[config.mk]
export PLATFORM = sky130hd
export DESIGN_NAME = ccff_chain_loader
export DESIGN_NICKNAME = d
export VERILOG_FILES = /design/src/rtl/ccff_chain_loader.sv
export SDC_FILE = /design/constraint.sdc
export NUM_CORES = 1
export LEC_CHECK = 0
export ABC_AREA = 1
export BUFFER_PORTS_ARGS = -buffer_cell sky130_fd_sc_hd__buf_2
export CAP_MARGIN = 25
export CELL_PAD_IN_SITES_DETAIL_PLACEMENT = 0
export CELL_PAD_IN_SITES_GLOBAL_PLACEMENT = 2
export CORE_ASPECT_RATIO = 0.8
export CORE_UTILIZATION = 36
export CTS_BUF_LIST = sky130_fd_sc_hd__clkbuf_4
export DETAILED_ROUTE_END_ITERATION = 10
export GPL_ROUTABILITY_DRIVEN = 0
export GPL_TIMING_DRIVEN = 0
export PLACE_DENSITY_LB_ADDON = 0.1
export SYNTH_ARGS = -nofsm -noshare
export SYNTH_HDL_FRONTEND = slang
export SYNTH_SLANG_ARGS = --single-unit
[constraint.sdc]
create_clock -name prog_clk -period 1.8 [get_ports prog_clk]
set_input_delay 0.36 -clock prog_clk [delete_from_list [all_inputs] [get_ports prog_clk]]
set_output_delay 0.36 -clock prog_clk [all_outputs]
set_load 0.05 [all_outputs]
[src/rtl/ccff_chain_loader.sv]
// ccff_chain_loader: streams configuration words LSB-first into a serial
// ccff chain, then recirculates the chain once to read it back and compares a
// CRC-8 (poly 0x07) of the loaded bits against a CRC-8 of the readback bits.
module ccff_chain_loader #(
    parameter int CHAIN_LEN = 28,
    parameter int WORD_W    = 8
) (
    input  logic              prog_clk,
    input  logic              pReset,
    input  logic              start,
    input  logic              abort,
    input  logic [WORD_W-1:0] cfg_data,
    input  logic              cfg_valid,
    output logic              cfg_ready,
    output logic              ccff_head,
    output logic              ccff_en,
    input  logic              ccff_tail,
    output logic              busy,
    output logic              done,
    output logic              error
);

    localparam int CNT_W  = $clog2(CHAIN_LEN + 1);
    localparam int WCNT_W = $clog2(WORD_W + 1);

    localparam logic [CNT_W-1:0]  LEN_C  = CNT_W'(CHAIN_LEN);
    localparam logic [CNT_W-1:0]  LAST_C = CNT_W'(CHAIN_LEN - 1);
    localparam logic [WCNT_W-1:0] WORD_C = WCNT_W'(WORD_W);

    typedef enum logic [1:0] {
        IDLE   = 2'd0,
        LOAD   = 2'd1,
        VERIFY = 2'd2,
        FINISH = 2'd3
    } state_e;

    state_e             state_q, state_d;
    logic [WORD_W-1:0]  word_q, word_d;       // word being shifted, bit 0 next
    logic [WCNT_W-1:0]  wcnt_q, wcnt_d;       // bits of word_q still pending
    logic [CNT_W-1:0]   bit_cnt_q, bit_cnt_d; // bits shifted (LOAD) / cycles (VERIFY)
    logic [7:0]         crc_q, crc_d;         // CRC of loaded bits
    logic [7:0]         rb_crc_q, rb_crc_d;   // CRC of readback bits
    logic               done_q, done_d;
    logic               error_q, error_d;

    // One serial CRC-8 step, MSB-first register, polynomial x^8+x^2+x+1.
    function automatic logic [7:0] crc_step(input logic [7:0] crc, input logic b);
        return {crc[6:0], 1'b0} ^ ((crc[7] ^ b) ? 8'h07 : 8'h00);
    endfunction

    // Next-state, datapath and output decode; abort overrides everything.
    always_comb begin
        // NOTE: every signal written here gets a default first so no path
        // leaves one unassigned, which would otherwise infer a latch.
        state_d   = state_q;
        word_d    = word_q;
        wcnt_d    = wcnt_q;
        bit_cnt_d = bit_cnt_q;
        crc_d     = crc_q;
        rb_crc_d  = rb_crc_q;
        done_d    = done_q;
        error_d   = error_q;
        cfg_ready = 1'b0;
        ccff_en   = 1'b0;
        ccff_head = 1'b0;
        busy      = (state_q != IDLE);

        if (abort) begin
            state_d = IDLE;
            wcnt_d  = '0;
            done_d  = 1'b0;
            error_d = 1'b1;
        end else begin
            case (state_q)
                IDLE: begin
                    if (start) begin
                        state_d   = LOAD;
                        wcnt_d    = '0;
                        bit_cnt_d = '0;
                        crc_d     = 8'h00;
                        done_d    = 1'b0;
                        error_d   = 1'b0;
                    end
                end

                LOAD: begin
                    if (bit_cnt_q == LEN_C) begin
                        // Chain full: drop any leftover bits of the last word.
                        state_d   = VERIFY;
                        wcnt_d    = '0;
                        bit_cnt_d = '0;
                        rb_crc_d  = 8'h00;
                    end else if (wcnt_q == '0) begin
                        // Empty shift register: this is the per-word bubble.
                        cfg_ready = 1'b1;
                        if (cfg_valid) begin
                            word_d = cfg_data;
                            wcnt_d = WORD_C;
                        end
                    end else begin
                        ccff_en   = 1'b1;
                        ccff_head = word_q[0];
                        word_d    = word_q >> 1;
                        wcnt_d    = wcnt_q - 1'b1;
                        bit_cnt_d = bit_cnt_q + 1'b1;
                        crc_d     = crc_step(crc_q, word_q[0]);
                    end
                end

                VERIFY: begin
                    // Recirculate tail to head so the chain ends where it began.
                    ccff_en   = 1'b1;
                    ccff_head = ccff_tail;
                    rb_crc_d  = crc_step(rb_crc_q, ccff_tail);
                    if (bit_cnt_q == LAST_C) begin
                        state_d   = FINISH;
                        bit_cnt_d = '0;
                    end else begin
                        bit_cnt_d = bit_cnt_q + 1'b1;
                    end
                end

                FINISH: begin
                    done_d  = 1'b1;
                    error_d = (rb_crc_q != crc_q);
                    state_d = IDLE;
                end
            endcase
        end
    end

    // State registers with asynchronous clear on pReset.
    always_ff @(posedge prog_clk or posedge pReset) begin
        if (pReset) begin
            state_q   <= IDLE;
            word_q    <= '0;
            wcnt_q    <= '0;
            bit_cnt_q <= '0;
            crc_q     <= 8'h00;
            rb_crc_q  <= 8'h00;
            done_q    <= 1'b0;
            error_q   <= 1'b0;
        end else begin
            // NOTE: non-blocking assignments so every flop samples the values
            // computed from the previous state, independent of statement order.
            state_q   <= state_d;
            word_q    <= word_d;
            wcnt_q    <= wcnt_d;
            bit_cnt_q <= bit_cnt_d;
            crc_q     <= crc_d;
            rb_crc_q  <= rb_crc_d;
            done_q    <= done_d;
            error_q   <= error_d;
        end
    end

    assign done  = done_q;
    assign error = error_q;

endmodule

==> results.cfg <==
[cts]
clkLatencyLatePin_ns = 0.35
cts.clk_slew.worst_paths_ns = 0.12
cts_root_buf = clkbuf_4
cts.sinks = 37
cts_tree = done
cts_htree_levels = 2
ctsLongestPathBuffers = 2
numCtsBuffers = 5

[sta]
slew_headroom_pct = 46.29
period_needed_ns = 2.036
rsz0062_at_grt = true
tightest_slew_ns = 0.8045
min_period_over_period_pct = 113.1
final-max-slew-violation-count = 0
fin_setup_tns_ns = -0.5656
final_hold_viol_count = 0
fin_ws_ns = -0.2359
fmax_mhz = 491.2
setup_viol = 3
skew_ns = 0.005817

[global_routing]
grt_pass1_wl_um = 9321
grt_max_degree = 38
overflow = 0
grt_pass1_vias = 1854
antenna_found_initial = 0
grtUsageTotal_pct = 17.66

[route]
ant_nets = 0
wirelength_um = 5451
drtIter0Drc = 77
dr.pass1.iters = 4
vias = 1973
detail_route.wl_per_cell_um = 12.71
drt-vias-per-instance = 4.599
drc_errors = 0

[setup_path]
crit_chain = inv_2, ha_4, inv_4, nor2_4, nand2_4, o22ai_2, and2_4, buf_8
rr_endpoint = crc_q[1]$_DFFE_PP0P_
r2r_setup_slack_ns = 0.05
cp_slowest_cell = dfrtp_1
worstPathMaxFanout = 3
critPathKind = reg2out
cp.arrival_ns = 1.68
critPathRequiredTime_ns = 1.44
cp-start-kind = flip-flop
cp_slowest_stage_delay_ns = 0.41
r2r_start = state_q[0]$_DFFE_PP0P_
reg2reg_depth = 11
crit_path_end_kind = output pin

[logic_synthesis]
synth_seq_cells = 37
ys_seq_area_share_pct = 39.40
syn-num-nets = 322
synth.distinct_cells = 38
avgSynthCellArea_um2 = 7.806
synth_area_leaders = dfrtp_1, nand2_1, inv_1
ys_warn_count = 0
syn_inst = 301
synth_top_cell_by_area = dfrtp_1
syn_area_um2 = 2350
synth_top_area_share_pct = 39.40

[run_status]
violations = setup timing
outcome = finished with violations

[power]
pwr_density_cell_nw_per_um2 = 1374
leakage_nw = 1.444
peakVddDrop_mv = 0.7075
totalPowerFinal_mw = 4.083

[worst_hold_path]
hold_path.class = in2async

[place]
port_buffers = 19
post-place-ws_ns = -0.2904
hpwlAfterDp_um = 3836

[finish]
nNetsFinal = 368
fill_cells = 599
final_core_util_pct = 48.70
areaGrowthSynthToFinish_pct = 26.41
drive_gt1_share_pct = 34.77
n_antenna_cell = 0

[floorplanning]
die_h_um = 74.26
ioPinCount = 20
start_util_pct = 38.52
rows = 25
die-width_um = 92.33
die_area_um2 = 6856
core_um2 = 6100

[job]
drv_cap = 0
[Yosys cell counts, drive strengths merged]
cell type / count
nand2: 98
inv: 48
dfrtp: 37
nor2: 30
nand3: 20
o21ai: 18
a21oi: 13
ha: 7
o22ai: 7
nor3: 5
buf: 4
xnor2: 4
nand4: 3
or2: 2
a21boi: 1
and2: 1
clkinv: 1
nand3b: 1
o21a: 1
[worst max path at each step]
stage               cells past startpoint  slack (ns)        end                      from
floorplan                               7        0.02  ccff_head    state_q[1]$_DFFE_PP0P_
CTS                                     9       -0.23  ccff_head  bit_cnt_q[1]$_DFFE_PP0P_
global route                            8       -0.32  ccff_head    state_q[1]$_DFFE_PP0P_
finish                                  8       -0.24  ccff_head    state_q[1]$_DFFE_PP0P_
detailed placement                      8       -0.29  ccff_head    state_q[1]$_DFFE_PP0P_
global placement                        8       -0.27  ccff_head    state_q[1]$_DFFE_PP0P_
[timing repair]
item / 4_1_cts / 5_1_grt
gates cloned: 0 / 1
gates resized for setup: 31 / 16
hold buffers: 0 / 0
buffers inserted: 14 / 6
endpoints found under the setup margin: 4 / 19
pin swaps: 7 / 5
[worst max-delay path, delay by kind of cell (launching register included)]
family / cells / cell delay [ns]
buf+inv: 3 / 0.30
fa+ha+maj: 1 / 0.16
flops: 1 / 0.41
simple gates: 3 / 0.36
compound gates: 1 / 0.09
[where the power goes]
group          switching (mW)  internal (mW)  total (mW)
clock                   0.298          0.164       0.462
sequential              0.146           1.06        1.20
combinational            1.42          0.995        2.42
total                    1.87           2.22        4.08
[flip-flops by register name, summed over array words and instances (netlist names)]
register / count
error: 1
wcnt_q: 4
done: 1
rb_crc_q: 8
bit_cnt_q: 5
state_q: 2
word_q: 8
crc_q: 8
[stage by stage]
step,hold slack (ns),std cells,cell area [um2]
detailed placement,0.4711,401,2567
finish,0.1436,429,2970
CTS,0.1745,423,2835
global placement,0.4646,401,2567
global route,0.2109,429,2970
floorplan,0.4490,301,2371
[kinds of logic (layout without fill, tap and decap cells)]
| family | after synthesis | after routing | share of synthesized area, % |
|---|---|---|---|
| fa+ha+maj | 7 | 7 | 3.727 |
| flops | 37 | 37 | 39.40 |
| buf+inv | 53 | 100 | 10.38 |
| compound gates | 40 | 40 | 11.82 |
| xor+xnor | 4 | 4 | 1.491 |
| simple gates | 160 | 160 | 33.17 |
[cell usage in the layout (no fill, tap or decap), types with 2 or more instances in the layout]
cell / n
o21ai_0: 11
a21oi_1: 4
nand4_1: 2
nand2_2: 6
nand3_4: 2
nor2_1: 17
nand2_1: 86
clkbuf_4: 6
o22ai_1: 6
inv_1: 31
nand2_8: 2
buf_12: 2
nor2_4: 8
or2_2: 2
buf_6: 5
nor2_2: 4
ha_4: 5
buf_8: 2
clkinv_2: 2
xnor2_1: 4
nand2_4: 4
o21ai_1: 3
buf_2: 17
nand3_1: 18
a21oi_2: 8
o21ai_2: 3
nor3_1: 5
dfrtp_1: 36
buf_4: 16
ha_1: 2
inv_6: 2
inv_2: 14
[area by class of cell]
type,count,area (um2),area share [%]
multi-input combinational,211,1329,44.73
sequential,37,927.1,31.21
clock buffer,6,45.04,1.516
clock inverter,2,10.01,0.3370
buffer,4,51.30,1.727
inverter,49,201.4,6.782
timing repair buffer,39,305.3,10.28
tap,81,101.3,3.412
[layer usage]
| layer | GRT usage [%] | vias to the layer above | routed length [um] |
|---|---|---|---|
| met5 | 0 | - | 0 |
| met4 | 5.208 | 0 | 65 |
| met3 | 3.783 | 9 | 155 |
| met2 | 25.68 | 26 | 2249 |
| met1 | 26.29 | 900 | 2980 |
| li1 | - | 1038 | - |
(Power assumes the default switching activity.)
